`src/rtl/vga_mem_arbiter.sv`:
```
// Two-master Wishbone arbiter sharing the video memory port between display fetch and CPU/DMA.
// Video has priority; a saturating wait counter lets a starved CPU win the next arbitration.
module vga_mem_arbiter #(
   parameter int unsigned MAX_OUTSTANDING = 8,
   parameter int unsigned CPU_WAIT_MAX    = 64
) (
   input  logic        clk_i,
   input  logic        rst_i,
   // video fetch requester
   input  logic        vid_cyc,
   input  logic        vid_stb,
   input  logic [31:0] vid_adr,
   input  logic        vid_we,
   input  logic [3:0]  vid_sel,
   input  logic [31:0] vid_dat_m,
   output logic [31:0] vid_dat_s,
   output logic        vid_ack,
   output logic        vid_stall,
   // CPU/DMA requester
   input  logic        cpu_cyc,
   input  logic        cpu_stb,
   input  logic [31:0] cpu_adr,
   input  logic        cpu_we,
   input  logic [3:0]  cpu_sel,
   input  logic [31:0] cpu_dat_m,
   output logic [31:0] cpu_dat_s,
   output logic        cpu_ack,
   output logic        cpu_stall,
   // shared memory port
   output logic        mem_cyc,
   output logic        mem_stb,
   output logic [31:0] mem_adr,
   output logic        mem_we,
   output logic [3:0]  mem_sel,
   output logic [31:0] mem_dat_m,
   input  logic [31:0] mem_dat_s,
   input  logic        mem_ack,
   input  logic        mem_stall,
   output logic [1:0]  gnt,
   output logic        cpu_starve
);

   localparam int unsigned OUT_W   = 4;
   localparam int unsigned WAIT_W  = 8;
   localparam int unsigned STALE_W = 5;

   typedef enum logic [1:0] {
      IDLE = 2'b00,
      VID  = 2'b01,
      CPU  = 2'b10
   } state_t;

   state_t             state;
   state_t             state_nxt;
   logic [OUT_W-1:0]   outstanding;
   logic [OUT_W-1:0]   out_upd;
   logic [STALE_W-1:0] stale;
   logic [STALE_W-1:0] stale_upd;
   logic [STALE_W:0]   stale_sum;
   logic [STALE_W-1:0] stale_hand;
   logic [WAIT_W-1:0]  cpu_wait;
   logic               full;
   logic               issue;
   logic               ack_live;
   logic               owner_cyc;

   assign full       = (outstanding == OUT_W'(MAX_OUTSTANDING));
   assign cpu_starve = (cpu_wait == WAIT_W'(CPU_WAIT_MAX));
   assign gnt        = 2'(state);
   // acks belonging to an aborted cycle are swallowed before any live ack is forwarded
   assign ack_live   = mem_ack & (stale == '0);
   assign issue      = mem_stb & ~mem_stall;

   // arbitration: in IDLE, or when the current owner has released cyc
   always_comb begin
      owner_cyc = 1'b0;
      state_nxt = state;
      case (state)
         VID:     owner_cyc = vid_cyc;
         CPU:     owner_cyc = cpu_cyc;
         default: owner_cyc = 1'b0;
      endcase
      if (state == IDLE || !owner_cyc) begin
         if (cpu_cyc && (!vid_cyc || cpu_starve)) state_nxt = CPU;
         else if (vid_cyc)                        state_nxt = VID;
         else                                     state_nxt = IDLE;
      end
   end

   // outstanding / stale-ack bookkeeping for the current cycle
   always_comb begin
      out_upd   = outstanding;
      stale_upd = stale;
      if (issue && !ack_live)                            out_upd = outstanding + OUT_W'(1);
      else if (!issue && ack_live && outstanding != '0)  out_upd = outstanding - OUT_W'(1);
      if (mem_ack && stale != '0) stale_upd = stale - STALE_W'(1);
      stale_sum  = {1'b0, stale_upd} + (STALE_W+1)'(out_upd);
      stale_hand = stale_sum[STALE_W] ? '1 : stale_sum[STALE_W-1:0];
   end

   // bus steering toward mem and back to the owner
   always_comb begin
      mem_cyc   = 1'b0;
      mem_stb   = 1'b0;
      mem_adr   = '0;
      mem_we    = 1'b0;
      mem_sel   = '0;
      mem_dat_m = '0;
      vid_dat_s = '0;
      vid_ack   = 1'b0;
      vid_stall = 1'b1;
      cpu_dat_s = '0;
      cpu_ack   = 1'b0;
      cpu_stall = 1'b1;
      case (state)
         VID: begin
            mem_cyc   = vid_cyc;
            mem_stb   = vid_stb & ~full;
            mem_adr   = vid_adr;
            mem_we    = vid_we;
            mem_sel   = vid_sel;
            mem_dat_m = vid_dat_m;
            vid_dat_s = mem_dat_s;
            vid_ack   = ack_live;
            vid_stall = mem_stall | full;
         end
         CPU: begin
            mem_cyc   = cpu_cyc;
            mem_stb   = cpu_stb & ~full;
            mem_adr   = cpu_adr;
            mem_we    = cpu_we;
            mem_sel   = cpu_sel;
            mem_dat_m = cpu_dat_m;
            cpu_dat_s = mem_dat_s;
            cpu_ack   = ack_live;
            cpu_stall = mem_stall | full;
         end
         default: ;
      endcase
   end

   always_ff @(posedge clk_i or negedge rst_i) begin
      if (!rst_i) begin
         state       <= IDLE;
         outstanding <= '0;
         stale       <= '0;
         cpu_wait    <= '0;
      end else begin
         state <= state_nxt;
         if (state_nxt != state) begin
            outstanding <= '0;
            stale       <= stale_hand;
         end else begin
            outstanding <= out_upd;
            stale       <= stale_upd;
         end
         if (!cpu_cyc || state_nxt == CPU) cpu_wait <= '0;
         else if (!cpu_starve)             cpu_wait <= cpu_wait + WAIT_W'(1);
      end
   end

endmodule

```
`config.mk`:
```
export PLATFORM = sky130hd
export DESIGN_NAME = vga_mem_arbiter
export DESIGN_NICKNAME = d
export VERILOG_FILES = /design/src/rtl/vga_mem_arbiter.sv
export SDC_FILE = /design/constraint.sdc
export NUM_CORES = 1
export LEC_CHECK = 0
export CORE_AREA = 4 4 121 123
export DETAILED_ROUTE_END_ITERATION = 12
export DIE_AREA = 0 0 125 127
export GPL_TIMING_DRIVEN = 0
export PLACE_DENSITY = 0.72
export REMOVE_ABC_BUFFERS = 1
export SETUP_SLACK_MARGIN = 0.02
export SLEW_MARGIN = 40
export SYNTH_ARGS = -nofsm -noshare
export SYNTH_HDL_FRONTEND = slang
export SYNTH_SLANG_ARGS = --single-unit
```
`constraint.sdc`:
```
create_clock -name clk_i -period 3.72 [get_ports clk_i]
set_input_delay 0.744 -clock clk_i [delete_from_list [all_inputs] [get_ports clk_i]]
set_output_delay 0.744 -clock clk_i [all_outputs]
set_load 0.03 [all_outputs]
```
; Word level (Yosys, flattened, before mapping)
; Index checks and enable logic that the tools add are counted.
[classes]
add_sub_neg = 5
multipliers = 0
n_div = 0
order_cmp = 0
n_eq_ne = 7
shifts = 0
muxes = 23
bitwise = 7
reduce_logical = 17
[ops]
columns = cell, n
row1 = 32-bit one-hot mux with 2 select lines, 2
row2 = 32-bit 2-to-1 mux, 2
row3 = 8-bit 2-to-1 mux, 2
row4 = 5-bit 2-to-1 mux, 3
row5 = 4-bit 2-to-1 mux, 3
row6 = "8-bit by 1-bit adder with 8-bit output, second input constant", 1
row7 = "8-bit by 7-bit == test with 1-bit output, second input constant", 1
row8 = 4-bit one-hot mux with 2 select lines, 1
row9 = 5-bit by 4-bit adder with 6-bit output, 1
row10 = 1-bit one-hot mux with 2 select lines, 3
row11 = 1-bit logical AND, 5
row12 = 1-bit logical NOT, 5
row13 = 5-bit logical NOT, 1
row14 = 1-bit 2-to-1 mux, 5
row15 = 5-bit nonzero test, 1
row16 = "5-bit by 1-bit subtractor with 5-bit output, second input constant", 1
row17 = "4-bit by 1-bit adder with 4-bit output, second input constant", 1
row18 = 1-bit AND, 4
row19 = "2-bit == test, second input constant", 2
row20 = "4-bit == test, second input constant", 1
row21 = 2-bit 2-to-1 mux, 2
row22 = 4-bit nonzero test, 1
row23 = "4-bit by 1-bit subtractor with 4-bit output, second input constant", 1
row24 = 1-bit logical OR, 3
row25 = other kinds (6), 7
[totals]
reg_bits = 19
latch_bits = 0
ramBits = 0
mem_bits_ro = 0
in_bits = 178
output_inout_bits = 142
n_memories = 0

; Depth between registers and ports, before layout
[logic_depth]
depth_word = 13
depth_mapped = 14
depth_no_buf = 13

; Worst setup path before layout
; No wires, ideal clock.
[synth_path]
path_kind = register to register
from = register state[0], in the netlist gnt[0]
to = register stale[2]
setup_time_ps = 140
arrival_time_ps = 3379
required_ps = 3580
slack_ps = 201
path_stages_with_launch = 15
path_buffers = 1
path_cell_list = dfrtp_1 -> inv_1 -> ha_1 -> inv_1 -> clkbuf_1 -> o41a_1 -> and2_1 -> nand2b_4 -> a31oi_1 -> ha_1 -> a21o_1 -> a21oi_1 -> nor2_1 -> o21ai_0 -> a31oi_1
[synth_between]
elab_chain_cells = 11
elab_cells_between_ends = 19
[synth_rtl]
columns = item, line
row1 = start: declaration, 53  ; state_t state;
row2 = start signal: assignment, 149  ; state <= state_nxt;
row3 = 2-bit == test or 2-bit by 1-bit == test with 1-bit output (tied branches), "78, 115"
row4 = 1-bit one-hot mux with 2 select lines, 115  ; case (state)
row5 = 1-bit AND, 72  ; assign issue = mem_stb & ~mem_stall;
row6 = 1-bit logical NOT, 95  ; else if (!issue && ack_live && outstanding != '0) out_upd = outstanding - OUT_W'(1);
row7 = 1-bit logical AND (2 in a row), 95
row8 = 4-bit 2-to-1 mux, 95
row9 = 4-bit 2-to-1 mux, 94  ; if (issue && !ack_live) out_upd = outstanding + OUT_W'(1);
row10 = 5-bit by 4-bit adder with 6-bit output, 97  ; stale_sum = {1'b0, stale_upd} + (STALE_W+1)'(out_upd);
row11 = 5-bit 2-to-1 mux, 98  ; stale_hand = stale_sum[STALE_W] ? '1 : stale_sum[STALE_W-1:0];
row12 = 5-bit 2-to-1 mux *, 150  ; if (state_nxt != state) begin
row13 = end signal: assignment, 152  ; stale <= stale_hand;
row14 = end signal: assignment, 155  ; stale <= stale_upd;
row15 = end: declaration, 57  ; logic [STALE_W-1:0] stale;
; Every way passes the cells marked *; elsewhere a longest branch is shown, timed or not.
; A chain may end at the register's enable or synchronous reset.

; Worst setup path in the final report
[layout_path]
from = register state[1], in the netlist gnt[1]
to = output port mem_adr[9]
[layout_between]
elab_chain_cells = 2
elab_cells_between_ends = 3
[layout_rtl]
columns = item, line
row1 = 2-bit == test or 2-bit by 1-bit == test with 1-bit output (tied branches), 115
row2 = 32-bit one-hot mux with 2 select lines *, 115
row3 = end: declaration, 32  ; output logic [31:0] mem_adr,
; Marked as above.

==> qor.csv <==
stage,metric,value,unit
outcome,run status,"finished, final reports clean",
power,Psw,0.7932,mW
cells_and_area,layout cells sized above 1,0.03924,
critical_path,Critical R2R Launch,gnt[1],
sta,fin crit period,3468,ps
sta,Worst Max-Slew Pin Slew,776.2,ps
critical_path,Startpoint Class,flop,
synth,Synth Area in Adders,0.07027,
sta,Pins Over Slew Limit,0,
cells_and_area,ANT cells,0,
critical_path,CP Data Required Time,2980,ps
sta,Rel. slew slack,0.4825,
power,Peak VDD IR,0.2382,mV
synth,Mapped Cells,392,
critical_path,crit end category,output port,
die,Starting Density,0.2033,
drt,Iter 0 DRT Violations,238,
sta,unrepaired setup endpoints after global routing,no,
run,Max-Cap Viols,0,
drt,DR WL/cell,18.07,um
synth,Yosys cell types,44,
synth,sequential area share after synthesis,0.1712,
clock_network,worst skew pair latency,250,ps
critical_path,WP data arrival,2720,ps
power,Sw Ratio,0.4455,
synth,post-synth top area share,0.1919,
synth,most common cell in the netlist,nor2_1,
synth,YS warnings,0,
cells_and_area,nets,882,
sta,WHS,427.4,ps
drt,DRC,0,
synth,"flops & latches, synth",19,
global_routing,vias in the first global route,3543,
synth,"EDFF count, synth",0,
synth,Synth area leader,a22oi_1,
place,post-DP HPWL,12880,um
power,Comb pwr share,0.720,
global_routing,total global routing overflow,0,
place,placed cell count,863,
die,num rows,43,
power,P_int,0.9875,mW
die,die footprint,15880,um^2
synth,post-synthesis mux area share,0.007658,
die,Core Region,13670,um^2
die,Die Width,125,um
cells_and_area,# fillers,1352,
power,Lkg Pwr,2.386,nW
synth,synth top area cells,"a22oi_1 19%, dfrtp_1 17%, and2_1 15%",
critical_path,Setup CP Type,reg2out,
drt,routed vias/inst,4.559,
clock_network,CTS tree,done,
sta,Final period util,0.9323,
drt,drt first pass iters,4,
die,die height,127,um
clock_network,clk sinks,19,
global_routing,first-pass GRT wire length,22160,um
clock_network,Max Root-Sink Buffers,2,
synth,Synth Area in Compound Gates,0.2734,
clock_network,cts bufs inserted,3,
synth,"Avg Cell Area, Syn",7.086,um^2
power,power density over the cells,284.6,nW/um^2
synth,xor-xnor portion of the synthesized cell area,0.04099,
sta,"Hold Vio Cnt, Final",0,
clock_network,root buffer cell,clkbuf_16,
worst_hold_path,hold crit path type,in2async,
critical_path,RR Endpoint,stale[2],
synth,"Top FF cell, synth",dfrtp_1,
power,clock share of power,0.123,
critical_path,crit-path max FO,53,
synth,Syn Std Cell Area,2778,um^2
synth,largest family of logic cells by synthesized area,simple AND/OR/NAND/NOR gates,
global_routing,GRT Total Usage,0.1753,
cells_and_area,Area Overhead vs Synth,125.2,%
cells_and_area,Finished Layout Cells,868,
synth,Post-Synth Simple-Gate Area,0.3730,
place,PortBufs,319,
drt,aggregate routed wire length,15690,um
critical_path,worst r2r path cells,13,
drt,post-route ant nets,0,
die,io pins,320,
sta,number of setup violations in the final report,0,
synth,Post-synth ARST share,1.000,
global_routing,largest net degree at the start of global routing,54,
clock_network,H-tree depth,1,
sta,clock skew,3.271,ps
drt,routed vias,3957,
synth,synth cell count leaders,"85 x nor2_1, 71 x a22oi_1, 67 x and2_1",
critical_path,reg2reg setup slack,260,ps
clock_network,clock-pin slew on the worst setup and hold paths,60,ps
power,sequential power share,0.157,
sta,fmax,0.2883,GHz
place,routability cong.,0.8677,
global_routing,antenna violations before repair,1,
critical_path,Critical Path Start,gnt[1],
## state kept, by name, summed over array words and instances, names as in the netlist
register and count:
outstanding 4, gnt 2, stale 5, cpu_wait 8
## area by class of cell
class | instances | area, um^2 | area share
clock buffers | 3 | 75.07 | 0.01200
well taps | 180 | 225.2 | 0.03600
flip-flops and latches | 19 | 478.0 | 0.07640
clock inverters | 1 | 5.005 | 0.0008000
multi-input cells | 329 | 2166 | 0.3462
inverters | 13 | 51.30 | 0.008200
repair buffers | 323 | 3256 | 0.5204
## worst max-delay path, stage by stage, from the launching register on
cell and delay, ps:
dfrtp_2 470, inv_1 160, ha_4 510, buf_12 310
a22oi_1 110, nor2_1 190, clkdlybuf4s50_1 710
## worst max-delay path by stage
| stage | endpoint | slack, ps | cells after the start |
|---|---|---|---|
| floorplan | stale[2] | -840 | 13 |
| global placement | stale[0] | -2070 | 13 |
| detailed placement | stale[0] | -190 | 12 |
| CTS | stale[0] | 20 | 13 |
| global route | stale[2] | 20 | 13 |
| finish | mem_adr[9] | 250 | 6 |
## metrics by stage
stage | area [um^2] | util | setup TNS [ps] | setup WS (ps) | total power, mW
2_1_floorplan | 2650 | - | -5380 | -843.6 | 0.9805
3_3_place_gp | 6068 | 0.4441 | -176620 | -2067 | 1.531
3_5_place_dp | 6153 | 0.4503 | -674.0 | -190.5 | 1.558
4_1_cts | 6240 | 0.4566 | 0 | 21.55 | 1.788
5_1_grt | 6256 | 0.4578 | 0 | 21.19 | 1.901
6_report | 6256 | 0.4578 | 0 | 251.9 | 1.781
## layer usage
metal | up-vias | global-route usage | share of wire
li1 | 1973 | - | -
met1 | 1819 | 0.2307 | 0.42
met2 | 151 | 0.3062 | 0.51
met3 | 12 | 0.03094 | 0.058
met4 | 2 | 0.02934 | 0.013
met5 | - | 0 | 0.00083
## placed cells by master, fill, tap and decap left out, types with 7 or more instances in the layout
cell type and count:
nand3_1 10, and2_1 67, nor2_1 85, ha_1 11, dfrtp_1 17, nand2_1 9, inv_1 11, a22oi_1 71
clkdlybuf4s50_1 318, xor2_1 7
## power groups by stage
stage	combinational [mW]	clock [mW]	sequential, mW
floorplan	0.703	0	0.277
global placement	1.25	0	0.280
detailed placement	1.28	0	0.282
CTS	1.28	0.227	0.278
global route	1.38	0.238	0.283
finish	1.28	0.220	0.279
## cell families (layout without fill, tap and decap cells)
| logic type | count (synthesis) | in the layout |
|---|---|---|
| adder cells (fa/ha/maj) | 15 | 15 |
| AO/OA/AOI/OAI | 100 | 100 |
| XOR/XNOR | 13 | 13 |
| AND/OR/NAND/NOR | 199 | 199 |
| multiplexers | 2 | 2 |
| buffers and inverters | 44 | 340 |
| flip-flops | 19 | 19 |
## repair_timing
item / CTS / global route
gates resized for setup: 3 / 3
pin swaps: 0 / 1
setup buffers: 0 / 1
hold buffers: 0 / 0
endpoints found under the setup margin: 4 / 5
hold endpoints to repair: 0 / 0
(Power assumes the default switching activity.)
==> edit 1, RTL diff (same flow settings) <==
`OUT_W`: 4 -> 3.
--- a/src/rtl/vga_mem_arbiter.sv
+++ b/src/rtl/vga_mem_arbiter.sv
@@ -42,3 +42,3 @@
 
-   localparam int unsigned OUT_W   = 4;
+   localparam int unsigned OUT_W   = 3;
    localparam int unsigned WAIT_W  = 8;
Formal check against the unedited RTL: not equivalent (a bounded check fails within 4 cycles, from zero or initial values and one cycle with rst_i low).
==> edit 1 against the original RTL <==
  * Area after synthesis up 3.2%
  * Cell count down 2.2%
  * First-iteration DRC count down 22%
  * Critical path depth up 6
  * Die area unchanged
  * Sequential cell count down 1
  * Final area up 1.7%
  * Sequential power down 4%
  * Clock power down 4%
  * Worst setup slack worse by 0.054 ns
  * Routed wire length up 0.62%
  * Via count down 1.9%
  * Total power down 7.0%
  * Critical path type is now flop to flop
  * Largest power group unchanged
==> edit 1: results (changes against the original RTL) <==
qor: pwr.clk-power 212 uW [-4%]
qor: pwr.p_switching 705 uW [-11%]
qor: placement.place_worst_setup_slack 0.189 ns [+0.379 ns]
qor: timing.worstMarginPinSlew 0.523 ns [-0.254 ns]
qor: timing.clock-skew-final 0.00107 ns [-0.00220 ns]
qor: critical_path.cp.arrival 3.65 ns [+0.93 ns]
qor: placement.dp.final_hpwl 13100 um [+1.4%]
qor: synthesis.synth.distinct_cells 42 [-4.5%]
qor: synthesis.ys_warn_count 0 [unchanged]
qor: placement.placed_cell_area 6260 um^2 [+1.8%]
qor: cells_and_area.post_route_cells_drive_above_1_share 3.74% [-0.18 points]
qor: cells_and_area.nets 863 [-2.2%]
qor: status.run_status complete, no violations
qor: global_route.globalRouteTotalUtil 18.2% [+0.71 points]
qor: global_route.first_global_vias 3944 [+11%]
qor: synthesis.synthMuxAreaShare 2.97% [+2.2 points]
qor: pwr.reported_leakage_power 0.00238 uW [-0.26%]
qor: clocking.post_cts.resized_instances 0 [-3]
qor: critical_path.crit_path_max_fanout 16 [-70%]
qor: critical_path.worstSetupStartpoint gnt[0]
qor: detailed_routing.drt-initial-drc-count 186 [-22%]
qor: synthesis.synth-adder-area-share 6.81% [-0.22 points]
qor: placement.place.gp.congestion 0.896 [+3.2%]
qor: synthesis.synth_top_cells_by_count nor2b_1 (72), a22oi_1 (70), and2_1 (65)
qor: critical_path.slowest_delay 0.46 ns [-0.25 ns]
qor: cells_and_area.stdcell_count 849 [-2.2%]
qor: synthesis.most_area_consuming_cells_after_synthesis a22oi_1 (18%), dfrtp_1 (16%), nor2b_1 (16%), and2_1 (14%), ha_1 (6.1%)
qor: global_route.pin_count_of_the_biggest_net_entering_global_routing 73 [+35%]
qor: pwr.irDropWorstVdd 0.270 mV [+13%]
qor: detailed_routing.first_pass_iters 4 [unchanged]
qor: placement.numPortBuffers 319 [unchanged]
qor: synthesis.syn_inst 374 [-4.6%]
qor: critical_path.rrSetupSlack 0.20 ns [-0.06 ns]
qor: timing.final.hold.worst_slack 0.425 ns [-0.00269 ns]
qor: critical_path.worst-r2r-cell-count 12 [-1]
qor: critical_path.critPathCaptureType flop
qor: synthesis.post_synth_xor_area_fraction 3.66% [-0.43 points]
qor: pwr.p_clk_share 12.8% [+0.5 points]
qor: global_route.first_pass_grt_wire_length 23400 um [+5.7%]
qor: critical_path.r2r_end stale[4]
qor: timing.shortest_clock_period_the_worst_path_allows_after_layout 3.52 ns [+0.0544 ns]
qor: pwr.power_frac_seq 16.3% [+0.6 points]
qor: synthesis.postSynth.asyncResetShare 100% [unchanged]
qor: detailed_routing.routed_via_density 4.57 [+0.27%]
qor: timing.maxSlewViolCount 0 [unchanged]
qor: cells_and_area.registers_with_the_highest_flip_flop_counts cpu_wait (8), stale (5), outstanding (3)
qor: clocking.clock_tree.buffer_depth 2 [unchanged]
qor: synthesis.synth-compound-area-share 24.0% [-3.4 points]
qor: detailed_routing.wirelength 15800 um [+0.62%]
qor: placement.numPlacedInstances 844 [-2.2%]
qor: critical_path.critPathSlowestCell dfrtp_1
qor: synthesis.synth-seq-area-share 15.7% [-1.4 points]
==> edit 1: metal layers <==
layer	up-vias	GRT usage (%)	share of wire, %
met3	22	3.22	5.2
met2	135	34.0	54
met4	0	5.42	2.3
li1	1902	-	-
met5	-	0	0
met1	1822	21.3	39
==> edit 1: critical path: cells and delay by family (launching register included) <==
kind | cells | cell delay (ns)
buffers and inverters | 2 | 0.34
xor gates and xnor gates | 1 | 0.17
muxes | 3 | 0.96
adders and majority gates | 3 | 0.97
AOI/OAI and AO/OA | 1 | 0.20
DFF | 1 | 0.46
and+or+nand+nor | 2 | 0.29
==> edit 1: area by class of cell <==
| cell class | count | area [um^2] |
|---|---|---|
| Fill cell | 1292 | 7300 |
| Sequential cell | 18 | 450 |
| Clock buffer | 3 | 75.1 |
| Tap cell | 180 | 225 |
| Antenna cell | 1 | 2.50 |
| Inverter | 11 | 41.3 |
| Timing Repair Buffer | 323 | 3280 |
| Multi-Input combinational cell | 313 | 2290 |
==> edit 2, RTL diff (same settings) <==
Without the edit above. Make the reset (`rst_i`) synchronous in one clocked block.
--- a/src/rtl/vga_mem_arbiter.sv
+++ b/src/rtl/vga_mem_arbiter.sv
@@ -141,3 +141,3 @@
 
-   always_ff @(posedge clk_i or negedge rst_i) begin
+   always_ff @(posedge clk_i) begin
       if (!rst_i) begin
Behaviour: differs if rst_i is asserted again (counterexample within 4 cycles, from zero or initial values and one cycle with rst_i low); with rst_i held inactive, the same outputs for 10 cycles.
==> edit 2 against the original RTL <==
  * Synthesized cell count is 7.1% higher
  * Total power is 25% lower
  * Final area is 1.1% higher
  * Critical path type is now input port to flop
  * Routed wire length is 17% higher
  * Cell count is 3.5% higher
  * Worst setup slack better by 0.076 ns
  * Sequential cell count stayed put
  * Largest power group unchanged
  * Area after synthesis is 1.4% higher
==> edit 2: results (changes against the original RTL) <==
qor: global_route.grt_antenna_before_repair 7 [+6]
qor: synthesis.postSynth.topFlopCell dfxtp_1
qor: placement.dp.final_hpwl 15500 um [+20%]
qor: pwr.cell_internal_power 803 uW [-19%]
qor: global_route.first_pass_grt_wire_length 26000 um [+18%]
qor: critical_path.rrSetupSlack 0.38 ns [+0.12 ns]
qor: detailed_routing.drt-initial-drc-count 352 [+48%]
qor: timing.clock-skew-final 0.00128 ns [-0.00199 ns]
qor: synthesis.post_synth_xor_area_fraction 4.35% [+0.25 points]
qor: critical_path.rr_startpoint gnt[0]
qor: cells_and_area.filler_cell_count 1396 [+3.3%]
qor: synthesis.synth_top_cells_by_count nor2_1 (87), a22oi_1 (70), and2_1 (67)
qor: synthesis.synth.distinct_cells 47 [+6.8%]
qor: timing.relSlewSlack 54.9% [+6.7 points]
qor: critical_path.crit_path_max_fanout 6 [-89%]
qor: critical_path.cp.arrival 3.53 ns [+0.81 ns]
qor: critical_path.r2r_end stale[4]
qor: detailed_routing.route.detailed.wl_per_inst 20.4 um [+13%]
qor: placement.place.gp.congestion 0.920 [+6.0%]
qor: critical_path.slowest_delay 0.41 ns [-0.30 ns]
qor: global_route.pin_count_of_the_biggest_net_entering_global_routing 74 [+37%]
qor: status.run_status complete, no violations
qor: cells_and_area.post_route_cells_drive_above_1_share 3.09% [-0.83 points]
qor: critical_path.timing.critical_path.max_delay_family compound AO/OA/AOI/OAI gates
qor: detailed_routing.detailroute.via_count 4223 [+6.7%]
qor: synthesis.synth-compound-area-share 26.9% [-0.43 points]
qor: synthesis.synth-seq-area-share 13.5% [-3.6 points]
qor: synthesis.synth-adder-area-share 6.48% [-0.54 points]
qor: pwr.irDropWorstVdd 0.219 mV [-8.0%]
qor: synthesis.synthMuxAreaShare 2.13% [+1.4 points]
qor: critical_path.worst-r2r-cell-count 14 [+1]
edit 2: cell count changes after synthesis, moves of 4 or more:
cell	change
nor3_1	+4
mux2i_1	+5
o311a_1	+4
dfxtp_1	+19
o21ai_0	+4
dfrtp_1	-19
clkbuf_1	+4
edit 2: repair_timing:
item	in CTS	in global routing
endpoints found under the setup margin	0	5
hold buffers	0	0
resized for setup	0	6
edit 2: routing by layer:
layer	vias to the layer above	share of wire, %	GRT usage, %
met5	-	0	0
met4	0	2.8	7.72
met3	17	5.5	3.64
met2	152	55	41.0
met1	1984	37	23.6
li1	2070	-	-
edit 2: worst max path at each step:
stage / startpoint / to / slack (ns) / depth (start not counted)
after global placement: gnt[1] / stale[4] / -2.49 / 13
after floorplan: gnt[1] / stale[4] / -1.06 / 13
after global routing: vid_stb / stale[4] / 0.02 / 13
after CTS: gnt[0] / mem_dat_m[7] / 0.18 / 5
after detailed placement: cpu_stb / stale[4] / 0.0005 / 13
final: cpu_stb / stale[4] / 0.33 / 13
edit 2: worst min-delay path: stages, from the launching register on:
cell,delay [ns]
dfxtp_1,0.34
xor2_1,0.07
nor2_1,0.07
edit 2: kinds of logic (layout without fill, tap and decap cells):
group / count (synthesis) / count (layout)
AO/OA/AOI/OAI: 103 / 103
XOR/XNOR: 14 / 14
adder cells (fa/ha/maj): 14 / 14
buffers and inverters: 52 / 343
flip-flops: 19 / 19
multiplexers: 6 / 6
other: 0 / 7
AND/OR/NAND/NOR: 212 / 212
edit 2: power by group through the flow:
stage          Sequential (uW)  Clock, uW  Combinational (uW)
2_1_floorplan              253          0                 441
3_3_place_gp               256          0                 833
3_5_place_dp               257          0                 849
4_1_cts                    253        227                 854
5_1_grt                    261        236                 937
6_report                   258        220                 858
edit 2: per-stage QoR:
step	instances	setup slack (ns)	util [%]	area (um^2)	hold slack, ns
final	898	0.328	46.3	6320	0.515
after detailed placement	887	0.000539	45.4	6200	0.493
after global routing	898	0.0200	46.3	6320	0.573
after CTS	891	0.183	46.0	6280	0.523
after global placement	883	-2.49	44.6	6090	0.487
after floorplan	384	-1.06	-	2680	0.471
edit 2: layout make-up:
| type | count | area share (%) |
|---|---|---|
| Sequential cell | 19 | 6.05 |
| Multi-Input combinational cell | 349 | 36.0 |
| Inverter | 16 | 1.03 |
| Antenna cell | 7 | 0.277 |
| Clock buffer | 3 | 1.19 |
| Timing Repair Buffer | 323 | 51.8 |
| Clock inverter | 1 | 0.0791 |
| Tap cell | 180 | 3.56 |
